==> config.mk <==
export PLATFORM = sky130hd
export DESIGN_NAME = led_pattern_gen
export DESIGN_NICKNAME = d
export VERILOG_FILES = /design/src/rtl/led_pkg.sv /design/src/rtl/btn_edge.sv /design/src/rtl/led_pattern_gen.sv
export SDC_FILE = /design/constraint.sdc
export NUM_CORES = 1
export LEC_CHECK = 0
export ABC_AREA = 1
export CAP_MARGIN = 20
export CORE_MARGIN = 2
export CORE_UTILIZATION = 35
export DETAILED_ROUTE_END_ITERATION = 6
export HOLD_SLACK_MARGIN = 0.06
export PLACE_DENSITY = 0.49
export SLEW_MARGIN = 20
export SYNTH_ARGS = -nofsm -noshare
export SYNTH_HDL_FRONTEND = slang
export SYNTH_SLANG_ARGS = --single-unit
export TNS_END_PERCENT = 10
==> constraint.sdc <==
create_clock -name clk -period 2.6 [get_ports clk]
set_clock_uncertainty 0.15 [all_clocks]
set_input_delay 0.26 -clock clk [delete_from_list [all_inputs] [get_ports clk]]
set_output_delay 0.26 -clock clk [all_outputs]
set_load 0.05 [all_outputs]
==> src/rtl/led_pkg.sv <==
// led_pkg: shared encodings and default tick periods for the LED pattern generator.
package led_pkg;

  // Pattern mode held by the mode FSM.
  typedef enum logic {
    MODE_SHIFT = 1'b0,
    MODE_FLASH = 1'b1
  } mode_e;

  // Direction of the walking LED in SHIFT mode.
  typedef enum logic {
    DIR_LEFT  = 1'b0,
    DIR_RIGHT = 1'b1
  } dir_e;

  // Default tick periods in clocks, selected by i_sw[2:1].
  localparam int unsigned LIMIT0_DEF = 32'd67108864;  // 2**26
  localparam int unsigned LIMIT1_DEF = 32'd33554432;  // 2**25
  localparam int unsigned LIMIT2_DEF = 32'd16777216;  // 2**24
  localparam int unsigned LIMIT3_DEF = 32'd8388608;   // 2**23

endpackage

==> src/rtl/btn_edge.sv <==
// btn_edge: 2-flop synchronizer plus rising-edge detector for an asynchronous
// button. One pulse per press, visible two clocks after the input rises so the
// consuming register acts on the third edge. After reset the edge detector is
// held "armed high" until the synchronizer has refilled, so a button held
// through reset does not produce a pulse on release.
module btn_edge (
  input  logic clk,
  input  logic i_rst_n,
  input  logic i_btn,
  output logic o_pulse
);

  logic sync1_r;
  logic sync2_r;
  logic prev_r;
  logic fill1_r;
  logic fill2_r;

  // Synchronize the button, track pipeline fill and remember the previous level.
  always_ff @(posedge clk) begin
    if (!i_rst_n) begin
      sync1_r <= 1'b0;
      sync2_r <= 1'b0;
      prev_r  <= 1'b0;
      fill1_r <= 1'b0;
      fill2_r <= 1'b0;
    end else begin
      sync1_r <= i_btn;
      sync2_r <= sync1_r;
      fill1_r <= 1'b1;
      fill2_r <= fill1_r;
      // Until the synchronizer holds valid data, pretend the last level was high.
      prev_r  <= sync2_r | ~fill2_r;
    end
  end

  // Rising edge of the synchronized level.
  always_comb begin
    o_pulse = sync2_r & ~prev_r;
  end

endmodule

==> src/rtl/led_pattern_gen.sv <==
// led_pattern_gen: timed LED pattern generator with SHIFT (walking one) and
// FLASH (all on / all off) modes, button-controlled mode and direction.
// Optional build macro LED_PATTERN_PINGPONG_EN: in SHIFT the lit LED bounces
// at the ends instead of wrapping around.
module led_pattern_gen
  import led_pkg::*;
#(
  parameter int          N_LEDS = 4,
  parameter int          CNT_W  = 32,
  parameter int unsigned LIMIT0 = LIMIT0_DEF,
  parameter int unsigned LIMIT1 = LIMIT1_DEF,
  parameter int unsigned LIMIT2 = LIMIT2_DEF,
  parameter int unsigned LIMIT3 = LIMIT3_DEF
) (
  input  logic              clk,
  input  logic              i_rst_n,
  input  logic [2:0]        i_sw,
  input  logic              i_btn_mode,
  input  logic              i_btn_dir,
  output logic [N_LEDS-1:0] o_led,
  output logic              o_mode,
  output logic              o_tick
);

  localparam logic [N_LEDS-1:0] LED_LSB = {{(N_LEDS-1){1'b0}}, 1'b1};

  mode_e             mode_r;
  mode_e             mode_nxt_s;
  dir_e              dir_r;
  dir_e              dir_nxt_s;
  logic [N_LEDS-1:0] led_r;
  logic [N_LEDS-1:0] led_nxt_s;
  logic [CNT_W-1:0]  cnt_r;
  logic [CNT_W-1:0]  cnt_nxt_s;
  logic              tick_r;
  logic              tick_nxt_s;
  logic [CNT_W-1:0]  lim_s;
  logic              tick_s;
  logic              mode_pulse_s;
  logic              dir_pulse_s;

  function automatic logic [N_LEDS-1:0] rot_left(input logic [N_LEDS-1:0] v);
    return {v[N_LEDS-2:0], v[N_LEDS-1]};
  endfunction

  function automatic logic [N_LEDS-1:0] rot_right(input logic [N_LEDS-1:0] v);
    return {v[0], v[N_LEDS-1:1]};
  endfunction

  btn_edge u_btn_mode (
    .clk     (clk),
    .i_rst_n (i_rst_n),
    .i_btn   (i_btn_mode),
    .o_pulse (mode_pulse_s)
  );

  btn_edge u_btn_dir (
    .clk     (clk),
    .i_rst_n (i_rst_n),
    .i_btn   (i_btn_dir),
    .o_pulse (dir_pulse_s)
  );

  // Select the active period; the >= compare lets a speed change apply at once.
  always_comb begin
    case (i_sw[2:1])
      2'd0:    lim_s = CNT_W'(LIMIT0);
      2'd1:    lim_s = CNT_W'(LIMIT1);
      2'd2:    lim_s = CNT_W'(LIMIT2);
      2'd3:    lim_s = CNT_W'(LIMIT3);
      default: lim_s = CNT_W'(LIMIT0);
    endcase
    tick_s = i_sw[0] & (cnt_r >= (lim_s - CNT_W'(1)));
  end

  // Mode FSM state register.
  always_ff @(posedge clk) begin
    if (!i_rst_n) begin
      mode_r <= MODE_SHIFT;
    end else begin
      mode_r <= mode_nxt_s;
    end
  end

  // Mode FSM next state: each mode pulse toggles between SHIFT and FLASH.
  always_comb begin
    if (mode_pulse_s) begin
      mode_nxt_s = (mode_r == MODE_SHIFT) ? MODE_FLASH : MODE_SHIFT;
    end else begin
      mode_nxt_s = mode_r;
    end
  end

  // Next counter, pattern, direction and tick; a mode change beats a tick.
  always_comb begin
    led_nxt_s  = led_r;
    cnt_nxt_s  = cnt_r;
    tick_nxt_s = 1'b0;
    if (dir_pulse_s) begin
      dir_nxt_s = (dir_r == DIR_LEFT) ? DIR_RIGHT : DIR_LEFT;
    end else begin
      dir_nxt_s = dir_r;
    end

    if (mode_pulse_s) begin
      cnt_nxt_s = '0;
      if (mode_nxt_s == MODE_SHIFT) begin
        led_nxt_s = LED_LSB;
        dir_nxt_s = DIR_LEFT;
      end else begin
        led_nxt_s = '1;
      end
    end else if (tick_s) begin
      cnt_nxt_s  = '0;
      tick_nxt_s = 1'b1;
      if (mode_r == MODE_FLASH) begin
        led_nxt_s = ~led_r;
      end else begin
`ifdef LED_PATTERN_PINGPONG_EN
        if ((dir_nxt_s == DIR_LEFT) && led_r[N_LEDS-1]) begin
          led_nxt_s = rot_right(led_r);
          dir_nxt_s = DIR_RIGHT;
        end else if ((dir_nxt_s == DIR_RIGHT) && led_r[0]) begin
          led_nxt_s = rot_left(led_r);
          dir_nxt_s = DIR_LEFT;
        end else if (dir_nxt_s == DIR_LEFT) begin
          led_nxt_s = rot_left(led_r);
        end else begin
          led_nxt_s = rot_right(led_r);
        end
`else
        if (dir_nxt_s == DIR_LEFT) begin
          led_nxt_s = rot_left(led_r);
        end else begin
          led_nxt_s = rot_right(led_r);
        end
`endif
      end
    end else if (i_sw[0]) begin
      cnt_nxt_s = cnt_r + CNT_W'(1);
    end else begin
      cnt_nxt_s = cnt_r;
    end
  end

  // Datapath registers; reset overrides every other event.
  always_ff @(posedge clk) begin
    if (!i_rst_n) begin
      dir_r  <= DIR_LEFT;
      led_r  <= LED_LSB;
      cnt_r  <= '0;
      tick_r <= 1'b0;
    end else begin
      dir_r  <= dir_nxt_s;
      led_r  <= led_nxt_s;
      cnt_r  <= cnt_nxt_s;
      tick_r <= tick_nxt_s;
    end
  end

  // Outputs come straight from registers.
  always_comb begin
    o_led  = led_r;
    o_mode = mode_r;
    o_tick = tick_r;
  end

endmodule

==> reports/qor.txt <==
Post-synth EDFFs: 0
Cell mode on critical path: nand2_1
Routability cong.: 0.813
Core Rows: 30
DRC: 0
Area Overhead vs Synth: 11.8%
Clock buffer depth: 2
Post-synthesis compound-gate area fraction: 1.76%
Most common cell in the netlist: nand2_1
Buffers on Ports: 12
Psw: 0.000310 W
Commonest cells in the netlist: 83 x nand2_1, 82 x nor2_1, 47 x dfxtp_1
Synth Area in Adders: 2.07%
Startpoint Class: input port
Reg2reg path depth: 10
# Post-CTS Setup Buffers: 0
Final setup viols: 0
Reg-to-Reg End: cnt_r[26]
Synth Flop Type: dfxtp_1
Drt initial violations: 94
Reg clk slew, reported paths: 0.08 ns
Wire per inst: 11.4 um
Sequential power share: 56.3%
Crit-path slowest cell: clkdlybuf4s50_1
Setup crit end kind: flop
Setup TNS: 0 ns
Fmax: 441 MHz
Hold Violations, Final: 0
Gate Count Post-Synth: 345
Clk pwr share: 36.9%
Hpwl dp: 3770 um
Number of detailed-route iterations in the first pass: 4
Status: finished, final reports clean
Switching share of total power: 23.4%
Worst Setup EP: cnt_r[5]
Num ports: 13
CP Max Fanout: 32
H-Tree Level Count: 2
Fillers: 740
Post-Synthesis Cell Area: 2420 um^2
Total number of vias: 2062
# clock sinks: 47
Net Count, Synth: 356
Die X-Extent: 87.2 um
First-pass GRT wire length: 8830 um
Post-cts resize count: 0
Core ar.: 6760 um^2
Worst R2R Start: cnt_r[0]
Max-slew headroom: 65.2%
Distinct cells, synth: 27
Die Ht: 87.2 um
RSZ-0062 raised after global routing: false
Die area: 7600 um^2
Proportion of synthesized area in mux cells: 0.413%
Syn Area/Cell: 7.02 um^2
Final core utilization: 40.1%
Layout cells sized above 1: 6.93%
Logic pwr share: 6.8%
WP data required: 2.67 ns
Finished Cell Area: 2710 um^2
Synth async-reset ratio: 0%
HP Class: flop to flop
Yosys Warn Count: 0
CTS root buffer: clkbuf_8
Pwr dens: 488 nW/um^2
Top cells by area, synth: dfxtp_1 39%, nand2_1 13%, nor2_1 13%, nand3_1 6.4%, xor2_1 5.1%
Worst slew pin tran: 0.520 ns
Xor-xnor portion of the synthesized cell area: 9.41%
Yosys top cell by area: dfxtp_1
Simple-gate share of the synthesized area: 41.3%
CTS tree: yes
Total Routed Length: 5020 um
Crit path launch: i_sw[2]
# hold bufs at CTS: 0
Largest net degree at the start of global routing: 33
R2R Setup Slk: 0.62 ns
Worst Path Buf+Inv: 2
Slew Viols, Final: 0
Register area share after synthesis: 38.9%
Crit. path cell count: 12
Family with the most delay on the worst path: simple AND/OR/NAND/NOR gates
TritonCTS buffer count: 5
Final min period: 2.27 ns
Max rail drop VDD: 0.284 mV
Ratio of final minimum period to clock period: 87.2%
CP Class: input port to flop
Post-synthesis register bit count: 47
Int Pwr: 0.00101 W
Initial Util: 35.8%
Yosys top cell area share: 38.9%
Vias in the first global route: 1910
Crit-path max cell delay: 0.45 ns
Initial antenna violation count: 0
Placed Cells: 433
Gr usage total: 14.6%
Leakage: 1.01 nW
Placed standard-cell area: 2610 um^2
Maxcap violations: 0
Via/cell ratio: 4.68
Main combinational cell family by area after synthesis: simple AND/OR/NAND/NOR gates
Arr. time, crit path: 2.34 ns
CP cell instances: clkdlybuf4s50_1 -> or2_2 -> ha_1 -> nand2_1 -> nand3b_1 -> nor2_1 -> nand2_1 -> nand2_1 -> nand2_1 -> inv_2 -> nand3_4 -> nor2_1
Final ANT Viol Nets: 0
Clk_lat worst skew: 0.30 ns
ANT cells: 0
Hold Crit Depth: 2
Finished Layout Cells: 441
Layout Nets: 371
Gr ovfl total: 0
worst min-delay path by stage:
stage / startpoint / end
global route: u_btn_dir.sync1_r / u_btn_dir.sync2_r
floorplan: i_rst_n / u_btn_mode.fill1_r
CTS: u_btn_mode.fill1_r / u_btn_mode.fill2_r
detailed placement: u_btn_mode.fill1_r / u_btn_mode.fill2_r
finish: u_btn_dir.sync1_r / u_btn_dir.sync2_r
global placement: u_btn_dir.sync1_r / u_btn_dir.sync2_r
area by class of cell:
class | count | area, um^2 | share of cell area, %
multi-input cells | 265 | 1330 | 49.1
flip-flops and latches | 47 | 941 | 34.8
repair buffers | 14 | 135 | 4.99
inverters | 27 | 101 | 3.74
clock buffers | 8 | 100 | 3.70
well taps | 80 | 100 | 3.70
state kept, by name (all words and copies together), names as in the netlist:
signal and count:
o_led 4, u_btn_mode.sync2_r 1, o_tick 1, u_btn_mode.fill2_r 1
dir_r 1, o_mode 1, u_btn_mode.sync1_r 1, u_btn_dir.sync2_r 1
u_btn_mode.prev_r 1, cnt_r 32, u_btn_dir.sync1_r 1, u_btn_dir.prev_r 1
u_btn_mode.fill1_r 1
power by group through the flow:
stage,Clock (W),Combinational (W),Sequential (W)
floorplan,0,0.0000571,0.000770
global placement,0,0.0000912,0.000761
detailed placement,0,0.0000917,0.000761
CTS,0.000511,0.0000920,0.000744
global route,0.000534,0.000103,0.000746
finish,0.000487,0.0000901,0.000744
logic make-up after synthesis:
logic type | count (synthesis)
AND/OR/NAND/NOR | 226
multiplexers | 1
XOR/XNOR | 26
adder cells (fa/ha/maj) | 4
AO/OA/AOI/OAI | 8
flip-flops | 47
buffers and inverters | 33
per-layer routing:
| metal | GRT usage (%) | vias up | wire [um] |
|---|---|---|---|
| li1 | - | 1109 | - |
| met1 | 19.2 | 922 | 2460 |
| met2 | 24.8 | 26 | 2340 |
| met3 | 2.84 | 5 | 166 |
| met4 | 3.36 | 0 | 42 |
| met5 | 0 | - | 0 |
per-stage QoR:
step / hold WS [ns] / total power [W] / setup slack [ns]
CTS: 0.269 / 0.00135 / 0.310
global route: 0.284 / 0.00138 / 0.141
detailed placement: 0.249 / 0.000853 / 0.00728
global placement: 0.244 / 0.000852 / 0.0814
floorplan: 0.138 / 0.000827 / 0.760
finish: 0.266 / 0.00132 / 0.332
worst min-delay path: cells and delay by family, from the launching register on:
family,cells,cell delay [ns]
simple gates,1,0.04
flops,1,0.31
buf+inv,1,0.04
placed cells by master, fill, tap and decap left out, types with 3 or more instances in the layout:
| cell | instances |
|---|---|
| nand4_1 | 6 |
| nand2_1 | 83 |
| nor2_2 | 3 |
| xor2_1 | 14 |
| inv_1 | 26 |
| dfxtp_1 | 47 |
| ha_1 | 4 |
| nor2_1 | 82 |
| xnor2_1 | 12 |
| clkbuf_8 | 7 |
| nand2_2 | 4 |
| nand3_1 | 31 |
| o21ai_0 | 5 |
| clkdlybuf4s50_1 | 12 |
| nor3_1 | 7 |
(Power assumes the default switching activity.)
